--- src/rtl/sum_accumulator.sv ---
// Running-sum stage for the ripple adder output. It adds COUNT accepted sums and
// presents the total on a valid/ready port until the consumer takes it.
module sum_accumulator #(
  parameter  int N     = 8,
  parameter  int COUNT = 4,
  localparam int ACC_W = N + 1 + $clog2(COUNT + 1)
) (
  input  logic             clk,
  input  logic             rst,
  input  logic             clear,
  input  logic             sum_valid,
  output logic             sum_ready,
  input  logic [N:0]       sum_in,
  output logic             acc_valid,
  input  logic             acc_ready,
  output logic [ACC_W-1:0] acc_out,
  output logic [7:0]       beat_cnt
);

  // state | meaning
  // ACCUM | taking beats, acc holds the partial total
  // HOLD  | acc_out holds a finished total until acc_ready
  typedef enum logic {
    ACCUM = 1'b0,
    HOLD  = 1'b1
  } state_t;

  localparam logic [7:0] LAST = 8'(COUNT - 1);

  state_t           state;
  state_t           state_nxt;
  logic [ACC_W-1:0] acc;
  logic [ACC_W-1:0] acc_nxt;
  logic [ACC_W-1:0] acc_out_nxt;
  logic [7:0]       cnt_nxt;
  logic [ACC_W-1:0] sum_ext;
  logic [ACC_W-1:0] acc_sum;
  logic             accept;
  logic             last_beat;

  // Handshake flags come straight from the state register, so acc_ready never
  // reaches sum_ready combinationally.
  assign sum_ready = (state == ACCUM);
  assign acc_valid = (state == HOLD);
  assign accept    = sum_valid & sum_ready;
  assign last_beat = (beat_cnt == LAST);
  assign sum_ext   = {{(ACC_W - N - 1){1'b0}}, sum_in};
  assign acc_sum   = acc + sum_ext;

  always_comb begin
    state_nxt   = state;
    acc_nxt     = acc;
    cnt_nxt     = beat_cnt;
    acc_out_nxt = acc_out;
    if (clear) begin
      state_nxt = ACCUM;
      acc_nxt   = '0;
      cnt_nxt   = '0;
    end else begin
      case (state)
        ACCUM: begin
          if (accept) begin
            if (last_beat) begin
              acc_out_nxt = acc_sum;
              acc_nxt     = '0;
              cnt_nxt     = '0;
              state_nxt   = HOLD;
            end else begin
              acc_nxt = acc_sum;
              cnt_nxt = beat_cnt + 8'd1;
            end
          end
        end
        HOLD: begin
          if (acc_ready) state_nxt = ACCUM;
        end
      endcase
    end
  end

  always_ff @(posedge clk or posedge rst) begin
    if (rst) begin
      state    <= ACCUM;
      acc      <= '0;
      beat_cnt <= '0;
      acc_out  <= '0;
    end else begin
      state    <= state_nxt;
      acc      <= acc_nxt;
      beat_cnt <= cnt_nxt;
      acc_out  <= acc_out_nxt;
    end
  end

endmodule

--- config.mk ---
export PLATFORM = sky130hd
export DESIGN_NAME = sum_accumulator
export DESIGN_NICKNAME = d
export VERILOG_FILES = /design/src/rtl/sum_accumulator.sv
export SDC_FILE = /design/constraint.sdc
export NUM_CORES = 1
export LEC_CHECK = 0
export ABC_CLOCK_PERIOD_IN_PS = 3200
export CORE_ASPECT_RATIO = 1.75
export CORE_MARGIN = 2
export CORE_UTILIZATION = 43
export CTS_BUF_LIST = sky130_fd_sc_hd__clkbuf_4
export DETAILED_ROUTE_END_ITERATION = 8
export PLACE_DENSITY = 0.68
export SYNTH_ARGS = -nofsm -noshare
export SYNTH_HDL_FRONTEND = slang
export SYNTH_SLANG_ARGS = --single-unit
--- constraint.sdc ---
create_clock -name clk -period 3.2 [get_ports clk]
set_input_delay 0.48 -clock clk [delete_from_list [all_inputs] [get_ports clk]]
set_output_delay 0.48 -clock clk [all_outputs]
set_load 0.05 [all_outputs]
# ---- After elaboration in Yosys (flattened, before gate mapping)
# Index checks and enable logic that the tools add are counted.
# W data, S select, Z words.
dict set report totals {
  reg_bits 33
  output_inout_bits 22
}
dict set report op_classes {
  mux 13
  addsub 2
  n_eq_ne 2
  n_reduce_logical 3
  bitwise_logic 3
}
# operator n
set op_table {}
lappend op_table {{$mux W12} 4}
lappend op_table {{$mux W8} 4}
lappend op_table {{$add A12 B9 Y12} 1}
lappend op_table {{$add A8 B1 Y8 const B} 1}
lappend op_table {{$eq A8 B2 Y1 const B} 1}
lappend op_table {{$mux W1} 4}
lappend op_table {{$reduce_and A4 Y1} 1}
lappend op_table {{$ne A2 B2 Y1 const B} 1}
lappend op_table {{$not A1 Y1} 2}
lappend op_table {{$pmux W1 S2} 1}
lappend op_table {{$reduce_and A2 Y1} 1}
lappend op_table {{$reduce_bool A2 Y1} 1}
lappend op_table {{$and A1 B1 Y1} 1}

# ---- Logic depth before layout (Yosys ltp)
dict set report logic_depth {
  word_depth 5
  ltp_mapped 8
  mapped_depth_nobuf 8
}

# ---- Least setup slack after synthesis
# Ideal clock, no wire load.
dict set report synth_path {
  path_type {reg-to-reg}
  from {register beat_cnt[0]}
  to {register acc_out[3]}
  period_less_slack_ns 2.398
  stages_incl_launch_ff 5
  setup_slack_ns 0.802
  path_buffers 0
  setup_time_ns 0.125
  t_required_ns 3.075
  arrival_ns 2.273
  path_cell_list {dfrtp_1 ha_1 or4b_4 nor4_4 mux2_2}
}
dict set report synth_between {
  elab_chain_cells 2
}
# item line
set synth_rtl {}
lappend synth_rtl {{start: declaration} 17} ;# output logic [7:0] beat_cnt
lappend synth_rtl {{start signal: assignment} 90} ;# beat_cnt <= cnt_nxt;
lappend synth_rtl {{$eq A8 B2 Y1} 46} ;# assign last_beat = (beat_cnt == LAST);
lappend synth_rtl {{$reduce_and A4 Y1 (no source line)} --}
lappend synth_rtl {{end signal: assignment} 91} ;# acc_out <= acc_out_nxt;
lappend synth_rtl {{end: declaration} 16} ;# output logic [ACC_W-1:0] acc_out,
# Every way passes these cells.
# A chain may end at the register's enable or synchronous reset.

# ---- Worst setup path in the final report
dict set report layout_path {
  from {register beat_cnt[0]}
  to {register acc_out[8]}
}
# The elaborated chain is that of the path after synthesis.

==> impl_metrics.yaml <==
clock_tree:
  htreeDepth: 2
  cts_resized: 0
  clockBufferDepth: 2
  clkTransAtPathRegs_ns: 0.11
  clkLatencyLatePin_ns: 0.34
  cts_made_buffers: 5
  cts_tree: "yes"
  post_cts_buffers: 0
  hold_buffers: 0
  cts.sinks: 33
  cts_root_buf: "clkbuf_4"
floorplanning:
  io_pins: 36
  core-area_um2: 4189
  die_h_um: 91.57
  row_count: 31
  dieWidth_um: 54.04
  fp.dieArea_um2: 4948
  start_util_pct: 44.98
layout:
  diodes: 0
  nets: 258
  area_growth_pct: 25.03
  final_cells: 283
  layout-drive-gt1-share_pct: 8.974
critical_path:
  slowest_delay_ns: 0.53
  cp.required_ns: 3.43
  path_class: "reg -> reg"
  crit_path_end_kind: "flip-flop"
  crit_path_top_delay_cell: "or4b_4"
  startpoint_type: "flip-flop"
  critical_path.max_fanout: 13
  crit_path_cell_trace: "ha_1, or4b_4, nor2_1, nand2_1, and2_1, a31o_2"
  cp.arrival_ns: 2.70
grt:
  grt_pass1_vias: 1617
  grt_max_degree: 19
  grt_pass1_wl_um: 7120
  grt_antenna_before_repair: 0
  grt-ovfl-total: 0
  track_usage_pct: 19.52
hold_path:
  hold_path_class: "reg -> reg"
synth:
  synth_seq_cells: 33
  netlist.area_leader.share_pct: 43.82
  syn_nets: 216
  yosysTopAreaCell: "dfrtp_1"
  avgSynthCellArea_um2: 9.865
  synth_cell_types: 40
  synthFlopType: "dfrtp_1"
  synthTopCellsByCount: "33 x dfrtp_1, 20 x nand2_1, 17 x nor2_1"
  netlist_top_cells_area: "dfrtp_1 44%, ha_1 6.6%, nand2_1 4.0%"
  synth.most_common_cell: "dfrtp_1"
  synthesis.yosys.warnings: 0
  syn-cell-area_um2: 1884
  synth_cells: 191
  async_flop_share_pct: 100.0
  synth_edf_count: 0
  ys_seq_area_share_pct: 43.82
sta:
  whs_ns: 0.4949
  finalSetupViolations: 0
  post-route-min-period_ns: 2.463
  maxSlewViolCount: 0
  fin_tns_setup_ns: 0
  max_freq_mhz: 406.0
  hold_viol: 0
  fin_worst_skew_ns: 0.004404
  fin_crit_sh_pct: 76.97
  slew_headroom_pct: 57.86
  rsz0062_at_grt: "no"
  max_slew.worst_pin.slew_ns: 0.6314
placed_design:
  hpwl_um: 3307
  io_buffers: 35
  placed_cells: 275
  gp_congestion: 0.8178
route:
  drt_pass1_iterations: 6
  routedWlPerCell_um: 15.72
  drc: 0
  initialDrtViolationCount: 28
  ant_nets: 0
  vias: 1576
  vias_per_cell: 5.569
  totalWireLength_um: 4448
power:
  p_leak_nw: 1.044
  irDropWorstVdd_mv: 0.3793
  power_density_nw_per_um2: 522.6
run_status:
  status: "completed"
job:
  drv_cap: 0
[cells by family (layout without fill, tap and decap cells)]
| family | Yosys count | in the layout | synth area share [%] |
|---|---|---|---|
| muxes | 5 | 5 | 2.921 |
| xor gates and xnor gates | 10 | 10 | 4.648 |
| buffers and inverters | 15 | 58 | 3.453 |
| and+or+nand+nor | 63 | 63 | 16.80 |
| DFF | 33 | 33 | 43.82 |
| AOI/OAI and AO/OA | 54 | 54 | 20.65 |
| adders and majority gates | 11 | 11 | 7.703 |
[worst max-delay path: cells and delay by family (launching register included)]
kind                       cells  cell delay [ns]
adders and majority gates      1             0.29
AOI/OAI and AO/OA              1             0.21
and+or+nand+nor                4             1.43
DFF                            1             0.44
[power breakdown]
| part | internal (W) | leakage [nW] | total (W) | switching [W] |
|---|---|---|---|---|
| logic | 0.000190 | 0.570 | 0.000492 | 0.000303 |
| clock network | 0.0000795 | 0.0300 | 0.000227 | 0.000148 |
| registers | 0.000475 | 0.444 | 0.000512 | 0.0000362 |
[state kept, by name, indices dropped and copies added, names as in the netlist]
name       cells
acc_out       12
acc_valid      1
acc           12
beat_cnt       8
[stage by stage]
step           util (%)  instance area [um2]  setup WS (ns)  total power (W)
6_report          56.24                 2356         0.7369         0.001231
5_1_grt           56.24                 2356         0.5317         0.001306
4_1_cts           56.24                 2356         0.7266         0.001245
3_5_place_dp      55.05                 2306         0.4940         0.001017
3_3_place_gp      55.05                 2306         0.5256         0.001008
2_1_floorplan         -                 1884         0.8024        0.0008614
[cell usage in the layout, fill, tap and decap left out, types with 3 or more instances in the layout]
master           instances
clkdlybuf4s50_1         35
dfrtp_1                 33
nand2_1                 20
nor2_1                  17
inv_1                   10
ha_1                    10
o21ai_0                  9
a21oi_1                  7
a22o_1                   7
nand4_1                  6
xnor2_1                  6
nand3_1                  5
o211ai_1                 5
clkbuf_4                 5
buf_4                    5
nor3_1                   4
xor2_1                   4
o2111ai_1                4
mux2_2                   4
a21o_1                   3
a31o_2                   3
a211o_1                  3
[path summary, 6_finish.rpt]
kind / startpoint / end / slack (ns) / cells after the start
worst max register to register: beat_cnt[0]$_DFFE_PP0P_ / acc_out[8]$_DFFE_PP0P_ / 0.74 / 6
worst min-delay path: acc_out[0]$_DFFE_PP0P_ / acc_out[0]$_DFFE_PP0P_ / 0.49 / 2
worst max-delay path: beat_cnt[0]$_DFFE_PP0P_ / acc_out[8]$_DFFE_PP0P_ / 0.74 / 6
worst min register to register: acc_out[0]$_DFFE_PP0P_ / acc_out[0]$_DFFE_PP0P_ / 0.49 / 2
max in group asynchronous: rst / acc[9]$_DFFE_PP0P_ / 1.98 / 3
min in group asynchronous: rst / acc_out[0]$_DFFE_PP0P_ / 0.52 / 2
[cell type report]
cell class | count | area [um2]
fill | 368 | 1833
tap | 49 | 61.31
multi-input combinational | 143 | 993.5
sequential | 33 | 825.8
inverter | 10 | 37.54
clock inverter | 3 | 12.51
clock buffer | 5 | 37.54
timing repair buffer | 40 | 387.9
[layer usage]
metal	routed length, um	global-route usage, %	vias up
met5	0	0	-
met4	74	7.917	0
met3	137	4.441	4
met2	2470	34.45	24
met1	1766	21.15	766
li1	-	-	782
Power figures use the tool's default switching activity.
==> RTL edit (same settings) <==
Set the parameter `N` to 4 (it was 8).
--- a/src/rtl/sum_accumulator.sv
+++ b/src/rtl/sum_accumulator.sv
@@ -1,7 +1,7 @@
 // Running-sum stage for the ripple adder output. It adds COUNT accepted sums and
 // presents the total on a valid/ready port until the consumer takes it.
 module sum_accumulator #(
-  parameter  int N     = 8,
+  parameter  int N     = 4,
   parameter  int COUNT = 4,
   localparam int ACC_W = N + 1 + $clog2(COUNT + 1)
 ) (
Ports: changed (resized acc_out and sum_in); port bits go from 36 to 28. The function was not compared with the original's and may differ.
==> RTL edit against the original RTL <==
Die area decreased by 27%. Count of clock-buffer cells in the layout decreased by 1. Routed wire length decreased by 40%. Total power decreased by 37%. Worst setup slack improved by 0.21 ns. Synthesized area decreased by 29%. Final area decreased by 29%. Sequential cell count decreased by 8. Largest cell class unchanged.
==> RTL edit: results (changes against the original RTL) <==
status:
  status: "complete, no violations"  # unchanged
yosys:
  yosys.area_share.adder_pct: 7.09  # was 7.70%
  ys_top_cells_by_count: "25 x dfrtp_1, 9 x nor2_1, 8 x a22o_1"  # was 33 x dfrtp_1, 20 x nand2_1, 17 x nor2_1
  synth_cell_types: 37  # was 40
  synthTopCellsByArea: "dfrtp_1 47%, mux2_2 5.9%, ha_1 5.6%"  # was dfrtp_1 44%, ha_1 6.6%, nand2_1 4.0%
  muxShareOfSynthArea_pct: 5.88  # was 2.92%
  yosysSeqAreaShare_pct: 46.6  # was 43.8%
  synth_xor_area_share_pct: 5.88  # was 4.65%
  synth_nets: 135  # was 216
  synth_compound_area_share_pct: 18.5  # was 20.7%
route:
  met3_length_um: 56  # was 137 um
  wire_per_inst_um: 14.3  # was 15.7 um
  dr.first_iter.drc_count: 48  # was 28
  via_per_inst: 5.51  # was 5.57
  first_pass_iters: 4  # was 6
place:
  place_congestion: 0.802  # was 0.818
  port_buffers: 27  # was 35
  hpwl_mm: 2.03  # was 3.31 mm
final_layout:
  final_nets: 164  # was 258
  reg.largest.list: "acc x8, acc_out x8, beat_cnt x8"  # was acc x12, acc_out x12, beat_cnt x8
timing:
  hold_slack_ns: 0.497  # was 0.495 ns
  worst_pin_slew_ns: 0.949  # was 0.631 ns
worst_setup_path:
  critPathLaunch: "sum_in[0]"  # was beat_cnt[0]$_DFFE_PP0P_
  r2r-end: "beat_cnt[7]$_DFFE_PP0P_"  # was acc_out[8]$_DFFE_PP0P_
  path_max_fanout: 3  # was 13
  worst_ep_arrival_time_ns: 2.47  # was 2.70 ns
power_and_ir_drop:
  vdd_ir_drop_max_mv: 0.319  # was 0.379 mV
  leakagePower_nw: 0.780  # was 1.04 nW
  p_int_w: 0.000505  # was 0.000745 W
global_route:
  grt_pass1_vias: 1085  # was 1617
  grt_usage_pct: 17.2  # was 19.5%
  grt_pass1_wl_mm: 4.62  # was 7.12 mm
  grt_use_met3_pct: 1.40  # was 4.44%
  globalRouteMet2Util_pct: 31.1  # was 34.5%
  grt_start_max_net_pins: 26  # was 19
cts:
  clk-insertion-delay-late_ns: 0.32  # was 0.34 ns
  cts.clk_slew.worst_paths_ns: 0.13  # was 0.11 ns
  numCtsBuffers: 3  # was 5
  h-tree-depth: 1  # was 2
worst_hold_path:
  hp-start: "acc_out[7]$_DFFE_PP0P_"  # was acc_out[0]$_DFFE_PP0P_
RTL edit: cell count changes after synthesis, moves of 4 or more:
cell / unedited run / this run
and3_1: 0 / 5
nand2_1: 20 / 2
ha_1: 10 / 6
nor2_1: 17 / 9
dfrtp_1: 33 / 25
inv_1: 10 / 4
nand4_1: 6 / 2
nor3_1: 4 / 0
xnor2_1: 6 / 2
o21ai_0: 9 / 5
RTL edit: critical path, stage by stage:
cell	delay [ns]
clkdlybuf4s50_1	0.40
ha_1	0.24
fa_1	0.41
a21o_1	0.22
a221o_1	0.31
xor2_1	0.15
mux2_2	0.26
RTL edit: cell families (layout without fill, tap and decap cells):
logic type	after synthesis	in the layout
simple gates	28	28
buf+inv	8	36
flops	25	25
mux	7	7
xor+xnor	9	9
compound gates	34	34
fa+ha+maj	7	7
RTL edit: power by group through the flow:
stage                     Combinational, W  Clock (W)  Sequential [W]
final                             0.000248   0.000150        0.000376
after global routing              0.000270   0.000172        0.000380
after CTS                         0.000250   0.000157        0.000375
after detailed placement          0.000249          0        0.000381
after global placement            0.000246          0        0.000379
after floorplan                   0.000108          0        0.000444
RTL edit: cell type report:
type	count	area [um^2]
Tap cell	42	52.6
Fill cell	240	1290
Sequential cell	25	626
Timing Repair Buffer	28	278
Clock buffer	4	30.0
Multi-Input combinational cell	85	673
Inverter	4	15.0
RTL edit: through the flow:
stage | std cells | utilization [%] | cell area (um^2) | worst slack, ns
after detailed placement | 184 | 55.5 | 1640 | 0.600
after CTS | 188 | 56.6 | 1670 | 0.954
after floorplan | 118 | - | 1340 | 1.11
final | 188 | 56.6 | 1670 | 0.946
after global routing | 188 | 56.6 | 1670 | 0.889
after global placement | 184 | 55.5 | 1640 | 0.613
